$ cat src/rtl/neuron_writeback_pkg.sv
// Shared nn types for the neuron writeback path: result/entry structs,
// saturation limits, FSM states and the 24-bit saturation helper.
package neuron_writeback_pkg;

  localparam int unsigned SUM_W   = 48;
  localparam int unsigned SHIFT_W = 5;
  localparam int unsigned ADDR_W  = 16;
  localparam int unsigned DATA_W  = 24;
  localparam int unsigned NW_W    = 11;

  localparam logic signed [SUM_W-1:0] SAT_MAX = 48'sd8388607;
  localparam logic signed [SUM_W-1:0] SAT_MIN = -48'sd8388608;

  // Calculator result as presented on the input handshake
  typedef struct packed {
    logic [SUM_W-1:0]   sum;
    logic [SHIFT_W-1:0] postshift;
    logic [ADDR_W-1:0]  oloc;
    logic               last;
  } calc_res_t;

  // Post-processed FIFO entry
  typedef struct packed {
    logic [ADDR_W-1:0] oloc;
    logic              last;
    logic [DATA_W-1:0] data;
  } wb_entry_t;

  localparam int unsigned ENTRY_W = $bits(wb_entry_t);

  typedef enum logic [1:0] {
    WB_IDLE  = 2'd0,
    WB_REQ   = 2'd1,
    WB_WRITE = 2'd2
  } wb_state_e;

  // Clamp a signed 48-bit value into the signed 24-bit range
  function automatic logic [DATA_W-1:0] sat24(input logic signed [SUM_W-1:0] v);
    logic [DATA_W-1:0] r;
    if (v > SAT_MAX)      r = SAT_MAX[DATA_W-1:0];
    else if (v < SAT_MIN) r = SAT_MIN[DATA_W-1:0];
    else                  r = v[DATA_W-1:0];
    return r;
  endfunction

endpackage

$ cat src/rtl/neuron_writeback_if.sv
// Result-input handshake plus data-memory write port of the writeback block.
interface neuron_writeback_if;
  import neuron_writeback_pkg::*;

  logic               in_valid;
  logic               in_ready;
  logic [SUM_W-1:0]   in_sum;
  logic [SHIFT_W-1:0] in_postshift;
  logic [ADDR_W-1:0]  in_oloc;
  logic               in_last;

  logic               wr_req;
  logic               wr_gnt;
  logic               wr_en;
  logic [ADDR_W-1:0]  wr_addr;
  logic [DATA_W-1:0]  wr_data;

  // Writeback block side
  modport slave (
    input  in_valid, in_sum, in_postshift, in_oloc, in_last, wr_gnt,
    output in_ready, wr_req, wr_en, wr_addr, wr_data
  );

  // Calculator / arbiter / memory side
  modport master (
    output in_valid, in_sum, in_postshift, in_oloc, in_last, wr_gnt,
    input  in_ready, wr_req, wr_en, wr_addr, wr_data
  );
endinterface

$ cat src/rtl/neuron_writeback_wb_fifo.sv
// Result FIFO: flop array with wrapping pointers and a registered full flag.
module wb_fifo #(
  parameter int unsigned DEPTH = 4,
  parameter int unsigned WIDTH = 41
) (
  input  logic                       clk,
  input  logic                       reset,
  input  logic                       clear,
  input  logic                       push,
  input  logic                       pop,
  input  logic [WIDTH-1:0]           wdata,
  output logic [WIDTH-1:0]           rdata,
  output logic                       full,
  output logic                       empty,
  output logic [$clog2(DEPTH):0]     count
);
  localparam int unsigned PTR_W = $clog2(DEPTH);
  localparam int unsigned OCC_W = PTR_W + 1;

  logic [WIDTH-1:0] mem_q [DEPTH];
  logic [PTR_W-1:0] wr_ptr_q, wr_ptr_d;
  logic [PTR_W-1:0] rd_ptr_q, rd_ptr_d;
  logic [OCC_W-1:0] count_q, count_d;
  logic             full_q, full_d;

  // Pointer/occupancy update; clear wins over push and pop
  always_comb begin
    wr_ptr_d = wr_ptr_q;
    rd_ptr_d = rd_ptr_q;
    count_d  = count_q;
    if (clear) begin
      wr_ptr_d = '0;
      rd_ptr_d = '0;
      count_d  = '0;
    end else begin
      if (push) wr_ptr_d = wr_ptr_q + PTR_W'(1);
      if (pop)  rd_ptr_d = rd_ptr_q + PTR_W'(1);
      count_d = count_q + OCC_W'(push) - OCC_W'(pop);
    end
    full_d = (count_d == OCC_W'(DEPTH));
  end

  // Control state
  always_ff @(posedge clk or negedge reset) begin
    if (!reset) begin
      wr_ptr_q <= '0;
      rd_ptr_q <= '0;
      count_q  <= '0;
      full_q   <= 1'b0;
    end else begin
      wr_ptr_q <= wr_ptr_d;
      rd_ptr_q <= rd_ptr_d;
      count_q  <= count_d;
      full_q   <= full_d;
    end
  end

  // Storage; contents are don't-care until written
  always_ff @(posedge clk) begin
    if (push && !clear) mem_q[wr_ptr_q] <= wdata;
  end

  assign rdata = mem_q[rd_ptr_q];
  assign full  = full_q;
  assign empty = (count_q == '0);
  assign count = count_q;

endmodule

$ cat src/rtl/neuron_writeback.sv
// Neuron writeback: shift/ReLU/saturate results, queue them, and write them
// to data memory through a request/grant arbiter port.
module neuron_writeback
  import neuron_writeback_pkg::*;
#(
  parameter int unsigned DEPTH = 4
) (
  input  logic              clk,
  input  logic              reset,
  input  logic              relu_en,
  input  logic              clear,
  neuron_writeback_if.slave bus,
  output logic [NW_W-1:0]   neurons_written,
  output logic              done
);
  localparam int unsigned OCC_W = $clog2(DEPTH) + 1;

  calc_res_t               res_c;
  logic signed [SUM_W-1:0] shifted_c;
  logic signed [SUM_W-1:0] relu_c;
  wb_entry_t               push_entry_c;
  wb_entry_t               head_c;

  logic             push_c, pop_c;
  logic             fifo_full, fifo_empty;
  logic [OCC_W-1:0] fifo_count;

  wb_state_e         state_q, state_d;
  logic              wr_req_q, wr_req_d;
  logic              wr_en_q, wr_en_d;
  logic [ADDR_W-1:0] wr_addr_q, wr_addr_d;
  logic [DATA_W-1:0] wr_data_q, wr_data_d;
  logic              wr_last_q, wr_last_d;
  logic [NW_W-1:0]   nw_q, nw_d;
  logic              done_q, done_d;

  // Post-processing of the incoming result: floor shift, optional ReLU, clamp
  always_comb begin
    res_c = '{sum: bus.in_sum, postshift: bus.in_postshift,
              oloc: bus.in_oloc, last: bus.in_last};
    shifted_c = $signed(res_c.sum) >>> res_c.postshift;
    relu_c    = (relu_en && shifted_c[SUM_W-1]) ? '0 : shifted_c;
    push_entry_c = '{oloc: res_c.oloc, last: res_c.last, data: sat24(relu_c)};
  end

  assign push_c = bus.in_valid && !fifo_full;

  wb_fifo #(
    .DEPTH (DEPTH),
    .WIDTH (ENTRY_W)
  ) u_fifo (
    .clk   (clk),
    .reset (reset),
    .clear (clear),
    .push  (push_c),
    .pop   (pop_c),
    .wdata (push_entry_c),
    .rdata (head_c),
    .full  (fifo_full),
    .empty (fifo_empty),
    .count (fifo_count)
  );

  // Write FSM next state and registered-output precompute
  always_comb begin
    state_d = state_q;
    pop_c   = 1'b0;
    case (state_q)
      WB_IDLE:  if (!fifo_empty) state_d = WB_REQ;
      WB_REQ:   if (bus.wr_gnt)  state_d = WB_WRITE;
      WB_WRITE: begin
        pop_c   = 1'b1;
        state_d = (fifo_count > OCC_W'(1) || push_c) ? WB_REQ : WB_IDLE;
      end
      default:  state_d = WB_IDLE;
    endcase
    if (clear) state_d = WB_IDLE;

    wr_req_d  = (state_d == WB_REQ);
    wr_en_d   = (state_d == WB_WRITE);
    wr_addr_d = wr_en_d ? head_c.oloc : '0;
    wr_data_d = wr_en_d ? head_c.data : '0;
    wr_last_d = wr_en_d && head_c.last;
    done_d    = wr_en_q && wr_last_q && !clear;
    nw_d      = clear ? '0 : nw_q + NW_W'(wr_en_q);
  end

  // FSM state and output registers
  always_ff @(posedge clk or negedge reset) begin
    if (!reset) begin
      state_q   <= WB_IDLE;
      wr_req_q  <= 1'b0;
      wr_en_q   <= 1'b0;
      wr_addr_q <= '0;
      wr_data_q <= '0;
      wr_last_q <= 1'b0;
      nw_q      <= '0;
      done_q    <= 1'b0;
    end else begin
      state_q   <= state_d;
      wr_req_q  <= wr_req_d;
      wr_en_q   <= wr_en_d;
      wr_addr_q <= wr_addr_d;
      wr_data_q <= wr_data_d;
      wr_last_q <= wr_last_d;
      nw_q      <= nw_d;
      done_q    <= done_d;
    end
  end

  assign bus.in_ready    = !fifo_full;
  assign bus.wr_req      = wr_req_q;
  assign bus.wr_en       = wr_en_q;
  assign bus.wr_addr     = wr_addr_q;
  assign bus.wr_data     = wr_data_q;
  assign neurons_written = nw_q;
  assign done            = done_q;

endmodule

$ cat src/flat_wrapper.sv
// flat-port wrapper written by rule: the top's interface ports become plain ports
module neuron_writeback_flat import neuron_writeback_pkg::*;
#(
  parameter int unsigned DEPTH = 4
)
  (clk, reset, relu_en, clear, neurons_written, done, bus_in_valid, bus_in_sum, bus_in_postshift, bus_in_oloc, bus_in_last, bus_wr_gnt, bus_in_ready, bus_wr_req, bus_wr_en, bus_wr_addr, bus_wr_data);
  neuron_writeback_if bus_i ();
  input  logic clk;
  input  logic reset;
  input  logic relu_en;
  input  logic clear;
  output logic [NW_W-1:0] neurons_written;
  output logic done;
  input wire logic [$bits(bus_i.in_valid)-1:0] bus_in_valid;
  input wire logic [$bits(bus_i.in_sum)-1:0] bus_in_sum;
  input wire logic [$bits(bus_i.in_postshift)-1:0] bus_in_postshift;
  input wire logic [$bits(bus_i.in_oloc)-1:0] bus_in_oloc;
  input wire logic [$bits(bus_i.in_last)-1:0] bus_in_last;
  input wire logic [$bits(bus_i.wr_gnt)-1:0] bus_wr_gnt;
  output wire logic [$bits(bus_i.in_ready)-1:0] bus_in_ready;
  output wire logic [$bits(bus_i.wr_req)-1:0] bus_wr_req;
  output wire logic [$bits(bus_i.wr_en)-1:0] bus_wr_en;
  output wire logic [$bits(bus_i.wr_addr)-1:0] bus_wr_addr;
  output wire logic [$bits(bus_i.wr_data)-1:0] bus_wr_data;
  assign bus_i.in_valid = bus_in_valid;
  assign bus_i.in_sum = bus_in_sum;
  assign bus_i.in_postshift = bus_in_postshift;
  assign bus_i.in_oloc = bus_in_oloc;
  assign bus_i.in_last = bus_in_last;
  assign bus_i.wr_gnt = bus_wr_gnt;
  assign bus_in_ready = bus_i.in_ready;
  assign bus_wr_req = bus_i.wr_req;
  assign bus_wr_en = bus_i.wr_en;
  assign bus_wr_addr = bus_i.wr_addr;
  assign bus_wr_data = bus_i.wr_data;
  neuron_writeback #(.DEPTH(DEPTH)) u_core (.clk(clk), .reset(reset), .relu_en(relu_en), .clear(clear), .bus(bus_i), .neurons_written(neurons_written), .done(done));
endmodule
$ cat config.mk
export PLATFORM = sky130hd
export DESIGN_NAME = neuron_writeback_flat
export DESIGN_NICKNAME = d
export VERILOG_FILES = /design/src/rtl/neuron_writeback_pkg.sv /design/src/rtl/neuron_writeback_if.sv /design/src/rtl/neuron_writeback_wb_fifo.sv /design/src/rtl/neuron_writeback.sv /design/src/flat_wrapper.sv
export SDC_FILE = /design/constraint.sdc
export NUM_CORES = 1
export LEC_CHECK = 0
export CORE_MARGIN = 5
export CORE_UTILIZATION = 43
export CTS_BUF_LIST = sky130_fd_sc_hd__clkbuf_8
export DETAILED_ROUTE_END_ITERATION = 7
export PLACE_DENSITY = 0.7
export SLEW_MARGIN = 20
export SYNTH_ARGS = -nofsm -noshare
export SYNTH_HDL_FRONTEND = slang
export SYNTH_SLANG_ARGS = --single-unit
$ cat constraint.sdc
create_clock -name clk -period 4.9 [get_ports clk]
set_input_delay 0.735 -clock clk [delete_from_list [all_inputs] [get_ports clk]]
set_output_delay 0.735 -clock clk [all_outputs]
set_load 0.05 [all_outputs]
; After elaboration in Yosys (flattened, before gate mapping)
; Memories as Yosys holds them, arrays and structs flattened.
; Cells that the tools add are included.
[classes]
addsub = 5
mul = 0
n_div = 0
magnitude_cmp = 3
eq_ne = 5
shifts = 1
mux = 19
bitwise_logic = 0
n_reduce_logical = 13
[ops]
columns = cell, n
row1 = 24-bit two-way mux, 3
row2 = "48-bit by 24-bit > comparator with 1-bit output, second input constant", 1
row3 = "48-bit by 24-bit less-than comparator with 1-bit output, second input constant", 1
row4 = 48-bit two-way mux, 1
row5 = 48-bit by 5-bit >>> shifter with 48-bit output, 1
row6 = 16-bit two-way mux, 1
row7 = 2-bit two-way mux, 7
row8 = 11-bit by 1-bit adder with 11-bit output, 1
row9 = 11-bit two-way mux, 1
row10 = 1-bit logical AND, 6
row11 = 2-bit one-hot mux with 3 select lines, 1
row12 = "2-bit by 1-bit adder with 2-bit output, second input constant", 2
row13 = "2-bit by 1-bit equality test with 1-bit output, second input constant", 2
row14 = "2-bit equality test, second input constant", 2
row15 = 1-bit two-way mux, 4
row16 = 2-bit nonzero test, 2
row17 = 3-bit by 1-bit adder with 3-bit output, 1
row18 = "3-bit equality test, second input constant", 1
row19 = "3-bit by 1-bit > comparator with 1-bit output, second input constant", 1
row20 = 3-bit zero test, 1
row21 = 3-bit two-way mux, 1
row22 = 3-bit by 1-bit subtractor with 3-bit output, 1
row23 = 1-bit zero test, 2
row24 = 2-bit zero test, 1
row25 = 1-bit logical OR, 1
[word_totals]
reg_bits = 65
latch_bits = 0
ram_bits = 164
rom_bits = 0
inputBits = 76
out_inout_bits = 55
wordCells = 59
mem_count = 1
[memory_table]
columns = memory, words, word_bits, rd, rd_clocked_by_memory_dff, wr, line
row1 = u_core.u_fifo.mem_q, 4, 41, 1, 0, 1, neuron_writeback_wb_fifo.sv:20  ; logic [WIDTH-1:0] mem_q [DEPTH];

; Logic depth before layout (Yosys ltp)
; Gate-level depths: netlist of the first run.
[depth]
depth_word = 8
depth_mapped = 13
ltp_nobuf = 8

; Hierarchy
; From an unflattened synthesis of the first run, not the netlist that was laid out.
[hier_totals]
hier_cells = 821
area_unflattened_um2 = 12185.4
[by_module_without_submodules]
columns = mod, n_inst, cells_each, area_each_um2, seq_area_each_um2
row1 = wb_fifo, 1, 256, 6438.7, 5124.9
row2 = neuron_writeback, 1, 565, 5746.8, 1426.4

; Worst setup path after synthesis of the first run
; OpenSTA, ideal clock, no wires.
[synth_path]
kind = input -> register
from = input port bus_in_postshift[1]
to = memory u_core.u_fifo.mem_q[0][10] (data pin)
setup_ns = 0.272
t_arrival_ns = 3.158
t_required_ns = 4.628
slack_ns = 1.470
cell_stages = 10
n_path_buf = 3
path_cell_list = buf_6 buf_8 mux4_2 mux2_2 or3_1 o2111ai_1 nand4_2 o41ai_4 buf_6 o31ai_2
[synth_lines]
columns = element, line
row1 = start: declaration, flat_wrapper.sv:16  ; input wire logic [$bits(bus_i.in_postshift)-1:0] bus_in_postshift;
row2 = end: declaration, neuron_writeback_wb_fifo.sv:20

==> results of run 1 <==
[sequential cells by signal, indices dropped and copies added, names as in the netlist]
signal / cells
u_core.u_fifo.rd_ptr_q: 2
u_core.u_fifo.mem_q: 164
u_core.done: 1
u_core.bus.wr_data: 24
u_core.u_fifo.wr_ptr_q: 2
u_core.state_q: 2
u_core.bus.wr_en: 1
u_core.bus.wr_req: 1
u_core.bus.wr_addr: 16
u_core.wr_last_q: 1
u_core.neurons_written: 11
u_core.u_fifo.full: 1
u_core.u_fifo.count: 3
[cells in the mapped netlist, drive strengths merged (2+ instances only)]
cell type  count  area (um2)
a211oi        13        97.6
a21oi         25         125
a221oi         2        17.5
a22o           2        17.5
a22oi          3        22.5
a31o           3        26.3
a31oi          5        31.3
and2           5        31.3
and3           8        50.1
buf           32         195
clkbuf        32         120
dfrtp         65        1630
edfxtp       164        4920
ha            10         125
inv           14        52.6
mux2          23         259
mux2i         59         594
mux4          84        1890
nand2         53         199
nand2b         3        18.8
nand3         14        70.1
nor2          57         214
nor2b         52         325
nor3           3        15.0
nor4           4        25.0
o211a          2        20.0
o211ai         4        30.0
o21a           6        45.0
o21ai         20         104
o221ai         2        17.5
o31ai         24         280
or3            2        12.5
or3b           2        17.5
or4b           2        27.5
xnor2          5        43.8
xor2           8        70.1
[metal layers]
metal	vias up	share of wire (%)
li1	3491	-
met1	3793	44
met2	276	49
met3	40	5.5
met4	0	1.7
met5	-	0
[power groups by stage]
stage | Sequential, uW | Clock, uW | Combinational (uW)
finish | 2310 | 1370 | 1060
global route | 2320 | 1510 | 1150
CTS | 2310 | 1410 | 1070
detailed placement | 2350 | 0 | 1060
global placement | 2340 | 0 | 1050
floorplan | 2430 | 0 | 628
[stage by stage]
step / cells / utilization [%] / power, uW
2_1_floorplan: 834 / - / 3050
3_3_place_gp: 1302 / 49.4 / 3390
3_5_place_dp: 1302 / 49.4 / 3410
4_1_cts: 1360 / 51.5 / 4790
5_1_grt: 1361 / 51.6 / 4970
6_report: 1361 / 51.6 / 4740
[cells in the final DEF, fill, tap and decap left out, types with 4 or more instances in the layout]
master and count:
sky130_fd_sc_hd__clkdlybuf4s50_1 126, sky130_fd_sc_hd__and3_1 8, sky130_fd_sc_hd__dfrtp_1 63, sky130_fd_sc_hd__mux4_2 84, sky130_fd_sc_hd__nor2_1 57, sky130_fd_sc_hd__o21a_1 6, sky130_fd_sc_hd__mux2i_1 58, sky130_fd_sc_hd__clkbuf_8 31
sky130_fd_sc_hd__xnor2_1 5, sky130_fd_sc_hd__mux2_2 19, sky130_fd_sc_hd__nand2_1 53, sky130_fd_sc_hd__o31ai_2 20, sky130_fd_sc_hd__clkinv_2 5, sky130_fd_sc_hd__xor2_1 8, sky130_fd_sc_hd__and2_2 4, sky130_fd_sc_hd__edfxtp_1 164
sky130_fd_sc_hd__o211ai_1 4, sky130_fd_sc_hd__ha_1 10, sky130_fd_sc_hd__mux2_1 4, sky130_fd_sc_hd__clkinvlp_4 4, sky130_fd_sc_hd__a21oi_1 25, sky130_fd_sc_hd__a31oi_1 4, sky130_fd_sc_hd__clkinv_1 11, sky130_fd_sc_hd__nor2b_1 52
sky130_fd_sc_hd__a211oi_1 13, sky130_fd_sc_hd__nor4_1 4, sky130_fd_sc_hd__o21ai_0 19, sky130_fd_sc_hd__buf_4 26, sky130_fd_sc_hd__nand3_1 14, sky130_fd_sc_hd__inv_1 17
[critical path, cell delays in order]
cell and delay [ns]:
sky130_fd_sc_hd__buf_4 0.56, sky130_fd_sc_hd__mux4_2 0.61, sky130_fd_sc_hd__mux2i_1 0.30, sky130_fd_sc_hd__o32ai_1 0.16
sky130_fd_sc_hd__a31o_2 0.24, sky130_fd_sc_hd__or4b_4 0.55, sky130_fd_sc_hd__o41ai_4 0.24, sky130_fd_sc_hd__buf_4 0.42
sky130_fd_sc_hd__o31ai_1 0.22
[cells by family after synthesis]
logic type | Yosys count | synth area share [%]
and+or+nand+nor | 208 | 8.67
xor gates and xnor gates | 13 | 0.950
muxes | 166 | 22.9
buffers and inverters | 79 | 3.10
AOI/OAI and AO/OA | 128 | 8.48
adders and majority gates | 11 | 1.21
DFF | 229 | 54.7
[cell type report]
cell class,count,area (um2),share of cell area (%)
timing repair buffer,155,1490,10.4
sequential,229,6550,46.0
clock inverter,27,175,1.23
multi-input combinational,526,5090,35.7
tap,378,473,3.32
inverter,15,56.3,0.395
clock buffer,31,427,2.99
[worst paths after layout]
| path | from | endpoint | slack, ns | cells past startpoint |
|---|---|---|---|---|
| hold / removal | reset | u_core.neurons_written[6] | 0.21 | 1 |
| setup / recovery | bus_in_postshift[1] | u_core.u_fifo.mem_q[1][0] | 1.10 | 9 |
| setup reg to reg | u_core.u_fifo.rd_ptr_q[0] | u_core.bus.wr_data[17] | 2.56 | 3 |
| max in group asynchronous | reset | u_core.bus.wr_addr[8] | 3.77 | 2 |
| min in group clk | u_core.wr_last_q | u_core.done | 0.48 | 2 |
| hold reg to reg | u_core.wr_last_q | u_core.done | 0.48 | 2 |
==> results summary, run 1 <==
The flow ran to the end, and the final reports show no timing, DRC or antenna violations. STA classifies the critical path endpoint as a flop. The worst setup slack before clock tree synthesis came out at 0.504 ns.

Of the total power, the clock network draws 28.9%. The post-synthesis cell type count is 68. The final count of pins violating max slew is 0. The leakage power total is 0.00510 uW. The Yosys step of the flow raised 0 warnings. The final setup violation count is 0. Once detail routing completed, the nets flagged for antenna violations numbered 0.

The number of global-route vias before repair is 7745. The clock-pin slew reported for the worst setup and hold paths after clock tree synthesis is 0.07 ns. For this design the ratio of total power to cell area is 332 nW/um2.

The number of clock sinks seen by CTS came out at 229. The max-cap violation count is 0. The worst setup path is launched from an input port. The initialized floorplan defines 61 standard-cell rows. The clock passes through at most 3 buffers. The maximum level of the CTS H-tree came out at 1. The number of buffer cells added on primary ports is 130.

Counting flops with a built-in enable in the synthesized netlist gives 164. Sequential cells burn 48.7% of the power. Global routing used 24.4% of the available met1 tracks.

The count of inserted antenna diode cells came out at 0. The max-slew headroom at the worst pin is 38.7%. The clock buffer count from CTS is 31.

Global routing finished with a remaining overflow of 0. Counting every net in the synthesized netlist gives 921. The layout has 2337 filler cells. The global-route wire length before repair came out at 43300 um. Between clock sinks in the finished design, the worst skew comes to 0.0111 ns. The top-level I/O count came out at 131. The total wire length after detailed routing is 27000 um. The number of cells upsized or downsized after cts is 0.

The routing usage on met3 is 1.90%. The number of antenna violations at the first check in global routing is 0. At the later pin of the worst-skew pair, clock insertion delay measures 0.55 ns. The netlist area before placement came out at 12000 um2. The maximum resistive drop on vdd is 0.167 mV. The starting density of the core came out at 43.4%. The post-synthesis cell count came out at 834. TritonCTS built the clock tree. The achievable clock frequency is 263 MHz. The number of nets in the finished design came out at 1045. In the synthesized netlist the dominant register cell turns out to be sky130_fd_sc_hd__edfxtp_1.

The setup TNS came out at 0 ns. The global-route track usage on met2 came out at 29.0%. The number of design rule violations left after detail routing is 0. The highest fanout seen on the critical path came out at 52. The hold violation total from the final report came out at 0.

The switching share of total power is 28.2%. Dividing the detail-routed via count by the number of cells gives 5.58. The die is 177 um wide. Entering global routing, the biggest net connects 60 pins. The die outline height came out at 177 um. The share of the yosys chip area belonging to registers came out at 54.7%.

The final design instance area without fill came out at 14300 um2. The instance area at placement is 13600 um2. The mean cell area of the mapped netlist came out at 14.4 um2. The worst path uses 77.6% of the clock period. The worst-margin pin slew is 0.920 ns. Hold is met by 0.206 ns. The clock period minus worst slack is 3.80 ns. Internal power comes to 3400 uW. The floorplan core area came out at 27600 um2. The hold-fix buffer count after cts is 0. The post-CTS setup-driven buffer insertion count is 0.

The logic gate share of total power came out at 22.4%. For this design the total switching power over the nets is 1340 uW. Counting flops with an async set or reset pin after synthesis yields a share of 28.4%. The post-detailed-route wirelength per cell came out at 19.9 um.

The tree is rooted in a sky130_fd_sc_hd__clkbuf_8. The area added between synthesis and finish came out at 19.0%. The proportion of layout cells with a drive suffix above 1 came out at 22.3%. Summing over every cut layer, the via total after detailed routing is 7600. The aggregate global-route resource usage is 17.2%. The wire-length estimate of the detail-placed layout is 18400 um. The global placement routability congestion is 0.940.

The worst endpoint data arrival time came out at 4.06 ns. Setup repair after global routing left no endpoint under its margin. The post-synthesis register bit count came out at 229. The length of the first detailed-routing pass in iterations came out at 6. The path class of the lowest-slack min-delay path is input port to asynchronous set/reset pin. The critical setup path kind is input port to flop. The final critical-path setup slack came out at 1.10 ns. For the worst setup path, the data required time is 5.16 ns. After global routing, the most crowded layer is met2. The area enclosed by the die boundary is 31300 um2. The initial detailed-routing violation count is 582.
Power figures use the tool's default switching activity.
==> run 2: changes to the inputs <==
Settings changed: PLACE_DENSITY 0.7 to 0.72.
Clock period 4.9 ns to 3.2 ns, I/O delays scaled along.
==> run 2 against run 1 <==
  * Sequential share of layout area shrank 3.1 points
  * Cell count grew 7.6%
  * Via count grew 4.6%
  * Sequential power grew 52%
  * Clock skew grew 0.014 ns
  * Worst setup slack lost 1.1 ns
  * Combinational power grew 70%
  * First-iteration DRC count grew 3.3%
  * Global-route usage grew 0.066 points
  * Critical path depth is the same
  * Clock power grew 69%
  * Non-clock buffer count grew 104
  * Critical endpoint unchanged
==> results summary, run 2 (synthesis gave the netlist of run 1 again) <==
The aggregate global-route resource usage is 17.3%. The overall power consumption is 7640 uW. Entering global routing, the biggest net connects 44 pins. Clock-pin slew was measured on the worst setup and hold paths at 0.06 ns. The number of clock sinks seen by CTS is 229. Once detail routing completed, the nets flagged for antenna violations numbered 0. The starting density of the core came out at 43.4%. The area enclosed by the die boundary came out at 31300 um2.

The slowest stage of the critical path belongs to the cell sky130_fd_sc_hd__mux4_2. The worst setup path is captured at a flop. The worst-margin pin slew is 0.695 ns. Leaving out fill and tap cells, the most frequent cell in the layout is sky130_fd_sc_hd__edfxtp_1.

u_core.u_fifo.mem_q holds more flip-flops than any other register. The launch instance of the worst register-to-register path is u_core.state_q[0]. After detailed routing, the average wire length per cell comes to 18.6 um. The clock latency reported for the late side of the worst-skew pair came out at 0.56 ns. Across the VDD grid, the largest voltage drop is 0.294 mV. The end-of-flow core utilization came out at 55.3%.

The clock buffer count from CTS is 31. The max-slew headroom at the worst pin is 53.6%. The final setup violation count is 0. The met1 usage is 23.8%. The proportion of layout cells with a drive suffix above 1 is 30.4%.

Row generation in the floorplan step produced 61 rows. After the last flow step, the layout net total stands at 1149. The final count of pins violating max slew is 0.

The number of antenna violations at the first check in global routing came to 0. The library cells used most frequently in the layout, excluding fill and tap cells, are sky130_fd_sc_hd__edfxtp_1 (164), sky130_fd_sc_hd__clkdlybuf4s50_1 (126), sky130_fd_sc_hd__buf_4 (118). The path class of the lowest-slack min-delay path is flop to flop. For this run, the detailed router's first-pass iteration total came to 5. The mean number of vias per cell came out at 5.43.

The routing usage on met3 came out at 1.99%. The path depth of the worst reg2reg path is 6. For this design the static power due to leakage is 0.00571 uW. The reg-to-reg setup timing slack came out at 1.03 ns. The area added between synthesis and finish came out at 27.6%. The highest fanout seen on the critical path came out at 23. The floorplan core area is 27600 um2.

The total wire length after detailed routing is 27200 um. The flip-flop count of the largest register, all copies and words added came out at 164. The achievable clock frequency came out at 313 MHz. The signal on the critical path passes through clkdlybuf4s50_1 -> mux4_2 -> a21bo_2 -> nand4b_1 -> a2111oi_1 -> a41oi_1 -> o41ai_4 -> buf_12 -> o31ai_1. The number of buffer cells added on primary ports is 130. The delay of the slowest cell on the worst path is 0.54 ns. The endpoint identified for the worst register-to-register timing path is u_core.u_fifo.full. Power spread over the standard cell area amounts to 500 nW/um2.

The hold violation total from the final report is 0. Summed over all layers, the global routing overflow is 0. The number of design rule violations left after detail routing came out at 0. The critical path starts at bus_in_sum[45]. In this run the worst setup path terminates at u_core.u_fifo.mem_q[1][0]. The top-level I/O count came out at 131. The fraction of the cycle the final worst path needs is 99.9%. The floorplan step set the die height to 177 um. The global-route layer with the greatest usage is met2. The initial detailed-routing violation count is 601. Clock skew on the completed layout was measured at 0.0246 ns. The via count of the routed design came out at 7949. The total half-perimeter wirelength after legalization and detailed placement came out at 19600 um.

The number of global-route vias before repair is 8124. The post-CTS setup-driven buffer insertion count came out at 0. The worst endpoint data arrival time came out at 3.44 ns. CTS built an H-tree with a depth of 1. In this run the clock root is driven by a sky130_fd_sc_hd__clkbuf_8.

The number of buffers between clock root and the deepest sink came out at 3. The first global-routing pass estimated 43600 um of wire. The required time of the worst setup path came out at 3.45 ns. The flow ran to the end, and the final reports show no timing, DRC or antenna violations.

The max-cap violation count is 0. The setup path with the least slack is of type input port to flop. The count of inserted antenna diode cells is 0. The clock period minus worst slack came out at 3.20 ns. The global-route track usage on met2 is 29.6%. TritonCTS built the clock tree. The die width came out at 177 um. The congestion estimate from routability-driven global placement came to 0.894. STA classifies the critical path startpoint as an input port.
==> run 2: cell count changes in the layout (fill, tap and decap cells not counted), moves of 2 or more <==
cell and delta:
sky130_fd_sc_hd__clkinv_2 -2, sky130_fd_sc_hd__clkbuf_8 +10, sky130_fd_sc_hd__buf_12 +10, sky130_fd_sc_hd__clkinv_1 -6, sky130_fd_sc_hd__buf_4 +92, sky130_fd_sc_hd__clkinvlp_4 -4
==> run 2: report_power, final <==
part           switching [uW]  leakage, uW  internal [uW]  total, uW
Combinational             960      0.00295            837       1800
Clock                    1010     0.000379           1310       2320
Sequential               93.2      0.00238           3430       3520
==> run 2: layout make-up <==
type                       count  area [um2]
inverter                      15        56.3
tap                          378         473
fill                        2271       12300
timing repair buffer         259        2390
sequential                   229        6550
clock inverter                16         124
multi-input combinational    526        5120
clock buffer                  41         564
==> run 2: repair_timing <==
action | 4_1_cts | 5_1_grt
gates resized for setup | 0 | 5
endpoints found under the setup margin | 0 | 84
hold buffers | 1 | 0
endpoints found under the hold margin | 27 | 0
==> run 2: worst min-delay path by stage <==
stage | slack, ns | start | endpoint | cells after the start
finish | 0.48 | u_core.wr_last_q | u_core.done | 2
detailed placement | 0.47 | u_core.wr_last_q | u_core.done | 2
CTS | 0.48 | u_core.wr_last_q | u_core.done | 2
floorplan | 0.18 | reset | u_core.bus.wr_addr[0] | 0
global route | 0.49 | u_core.wr_last_q | u_core.done | 2
global placement | 0.47 | u_core.wr_last_q | u_core.done | 2
==> run 2: worst max-delay path: cells and delay by family <==
family,cells,cell delay [ns]
buf+inv,2,0.78
simple gates,1,0.18
compound gates,5,1.44
mux,1,0.54
==> run 2: through the flow <==
stage	hold WS (ns)	setup WS (ns)	std cells	setup TNS [ns]	instance area, um2
after detailed placement	0.466	-0.521	1406	-44.53	14600
final	0.475	0.00381	1464	0	15300
after CTS	0.475	0.0646	1464	0	15300
after global placement	0.466	-0.464	1406	-39.63	14600
after global routing	0.492	-0.0153	1464	-0.0657	15300
after floorplan	0.184	0.0248	834	0	12000
==> run 2: routing by layer <==
metal	share of wire [%]	vias up
met5	0	-
met4	2.2	0
met3	5.1	43
met2	49	246
met1	44	3953
li1	-	3707
==> run 3: changes to the inputs <==
Settings changed: CORE_UTILIZATION 43 to 30, PLACE_DENSITY 0.72 to 0.56.
==> run 3 against run 2 <==
  * The flow now finishes with violations (negative setup slack)
  * Hold slack got worse by 0.16 ns
  * Clock power decreased by 7%
  * Via count up 0.83%
  * Critical path type unchanged
==> results summary, run 3 (synthesis gave the netlist of run 1 again) <==
The flow ran to the end, but the final reports show violations. The checks that failed: negative setup slack. The final-layout fill cell count came out at 3791. The top-level I/O count came out at 131. Clock tree synthesis selected as its root buffer the cell sky130_fd_sc_hd__clkbuf_8. The max-slew headroom at the worst pin is 55.8%. The critical path capture point is u_core.u_fifo.mem_q[0][16].

TritonCTS built the clock tree. Cells with a size suffix above 1 make up 31.1% of the layout. CTS built an H-tree with a depth of 2. u_core.u_fifo.mem_q holds more flip-flops than any other register. For the final database, setup skew stands at 0.0155 ns. The maximum resistive drop on vdd came out at 0.210 mV. At the end of routability-driven placement, the weighted congestion stood at 0.824.

The number of buffer cells added on primary ports came out at 130. The power per cell area came out at 483 nW/um2. The register with the most flip-flops in the layout has 164 of them. The number of clock sinks seen by CTS came out at 229. The worst register-to-register path begins at u_core.u_fifo.full. The final count of pins violating max slew is 0.

The post-detailed-route wirelength per cell is 18.7 um. For this design the static power due to leakage is 0.00593 uW. For the worst-skew pair, the clock arrives at the later sink with an insertion delay of 0.51 ns. The required time of the worst setup path is 3.44 ns. Tracing the worst setup path back leads to its startpoint at bus_in_sum[29]. The final setup violation count is 5. The global route total overflow came out at 0. The length of the first detailed-routing pass in iterations is 5. The total half-perimeter wirelength after legalization and detailed placement is 21800 um. The number of nets in the finished design is 1166.

The setup TNS is -0.0149 ns. The reg-to-reg setup timing slack is 1.08 ns. The global-route wire length before repair came out at 47900 um. In the routed design, unresolved DRC markers number 0.

The instance area at placement came out at 14800 um2. The largest net degree at the start of global routing came out at 63. After detailed routing, the number of vias per cell comes to 4.91.

Along the worst path, the maximum fanout reaches 11. The count of nets left with antenna violations once routing finished came out at 0. The number of antenna violations at the first check in global routing came to 0. From synthesis to final layout, the design area changed by 30.4%.

The via count of the routed design came out at 8015. The number of antenna diodes in the final layout is 0. The fraction of the cycle the final worst path needs is 100%. The critical setup path kind is input port to flop. The die width came out at 210 um. The critical path endpoint category is a flop. The startpoint class of the critical path is an input port.

The number of buffers between clock root and the deepest sink is 3. The final design instance area without fill is 15600 um2. The total wire length after detailed routing came out at 30500 um. The achievable clock frequency is 312 MHz. The initial utilization of the core area, before any placement, comes to 30.2%. The final critical-path setup slack came out at -0.00356 ns. The top cell types in the final layout, fill and taps aside, are sky130_fd_sc_hd__edfxtp_1 (164), sky130_fd_sc_hd__buf_4 (126), sky130_fd_sc_hd__clkdlybuf4s50_1 (109). From bottom edge to top edge, the die measures 210 um. The path class of the lowest-slack min-delay path is input port to asynchronous set/reset pin. The number of standard-cell rows in the floorplan is 73.

The number of global-route vias before repair came out at 8471. The path depth of the worst reg2reg path came out at 7. The overall power consumption came out at 7550 uW.

The library cell used most frequently in the layout, excluding fill and tap cells, is sky130_fd_sc_hd__edfxtp_1. Counting the buffers created by CTS gives 36. The floorplan core area is 39600 um2. The initial detailed-routing violation count came out at 445.

For the worst setup path, the data arrival time is 3.45 ns. Counting I/O delays and the setup requirement, the final critical path takes 3.20 ns. The hold violation total from the final report is 0.

The area enclosed by the die boundary came out at 44000 um2. The worst register-to-register path ends at u_core.u_fifo.full. The clock-pin slew reported for the worst setup and hold paths after clock tree synthesis is 0.06 ns.

The aggregate global-route resource usage is 13.6%. The worst-margin pin slew came out at 0.662 ns. The tool flagged a number of max-cap violations equal to 0.
[run 3: how the worst min path moves through the flow]
stage | start | end | slack, ns
4_1_cts | reset | u_core.bus.wr_addr[12] | 0.29
2_1_floorplan | reset | u_core.bus.wr_addr[0] | 0.18
5_1_grt | reset | u_core.bus.wr_addr[12] | 0.31
6_report | reset | u_core.bus.wr_addr[12] | 0.32
3_3_place_gp | reset | u_core.bus.wr_addr[11] | 0.30
3_5_place_dp | reset | u_core.bus.wr_addr[11] | 0.30
[run 3: critical path: stages]
cell and delay, ns:
sky130_fd_sc_hd__clkdlybuf4s50_1 0.45, sky130_fd_sc_hd__mux4_2 0.53, sky130_fd_sc_hd__mux2i_4 0.21, sky130_fd_sc_hd__o32ai_1 0.14, sky130_fd_sc_hd__a31o_2 0.24, sky130_fd_sc_hd__or4b_4 0.55, sky130_fd_sc_hd__o41ai_4 0.34, sky130_fd_sc_hd__buf_4 0.20
sky130_fd_sc_hd__clkbuf_16 0.19, sky130_fd_sc_hd__o31ai_2 0.10
[run 3: what timing repair did]
action | 4_1_cts | 5_1_grt
resized for setup | 0 | 27
setup buffers | 0 | 1
endpoints found under the hold margin | 3 | 0
hold buffers | 1 | 0
setup endpoints to repair | 0 | 92
[run 3: cell type report]
class                      count  area, um2  area share, %
multi-input combinational    526       5140           32.9
clock buffer                  38        523           3.35
tap                          525        657           4.20
sequential                   229       6550           41.9
timing repair buffer         271       2570           16.5
clock inverter                27        114          0.729
inverter                      15       56.3          0.360
[run 3: through the flow]
| stage | hold WS (ns) | utilization (%) | setup slack [ns] | std cells |
|---|---|---|---|---|
| 6_report | 0.318 | 39.4 | -0.00356 | 1631 |
| 5_1_grt | 0.312 | 39.4 | -0.0141 | 1631 |
| 4_1_cts | 0.291 | 39.1 | 0.0300 | 1629 |
| 3_5_place_dp | 0.300 | 37.5 | -0.536 | 1563 |
| 3_3_place_gp | 0.298 | 37.5 | -0.548 | 1563 |
| 2_1_floorplan | 0.184 | - | 0.0248 | 834 |
[run 3: per-layer routing]
layer,GRT usage (%),up-vias,routed length (um)
li1,-,3740,-
met1,18.1,4051,13600
met2,23.6,195,15100
met3,2.03,29,1320
met4,2.86,0,385
met5,0,-,0
[run 3: where the power goes]
group          internal, uW  total (uW)  switching, uW  leakage [uW]
combinational           870        1880           1010       0.00317
sequential             3430        3510           81.7       0.00238
clock                  1100        2160           1060      0.000382
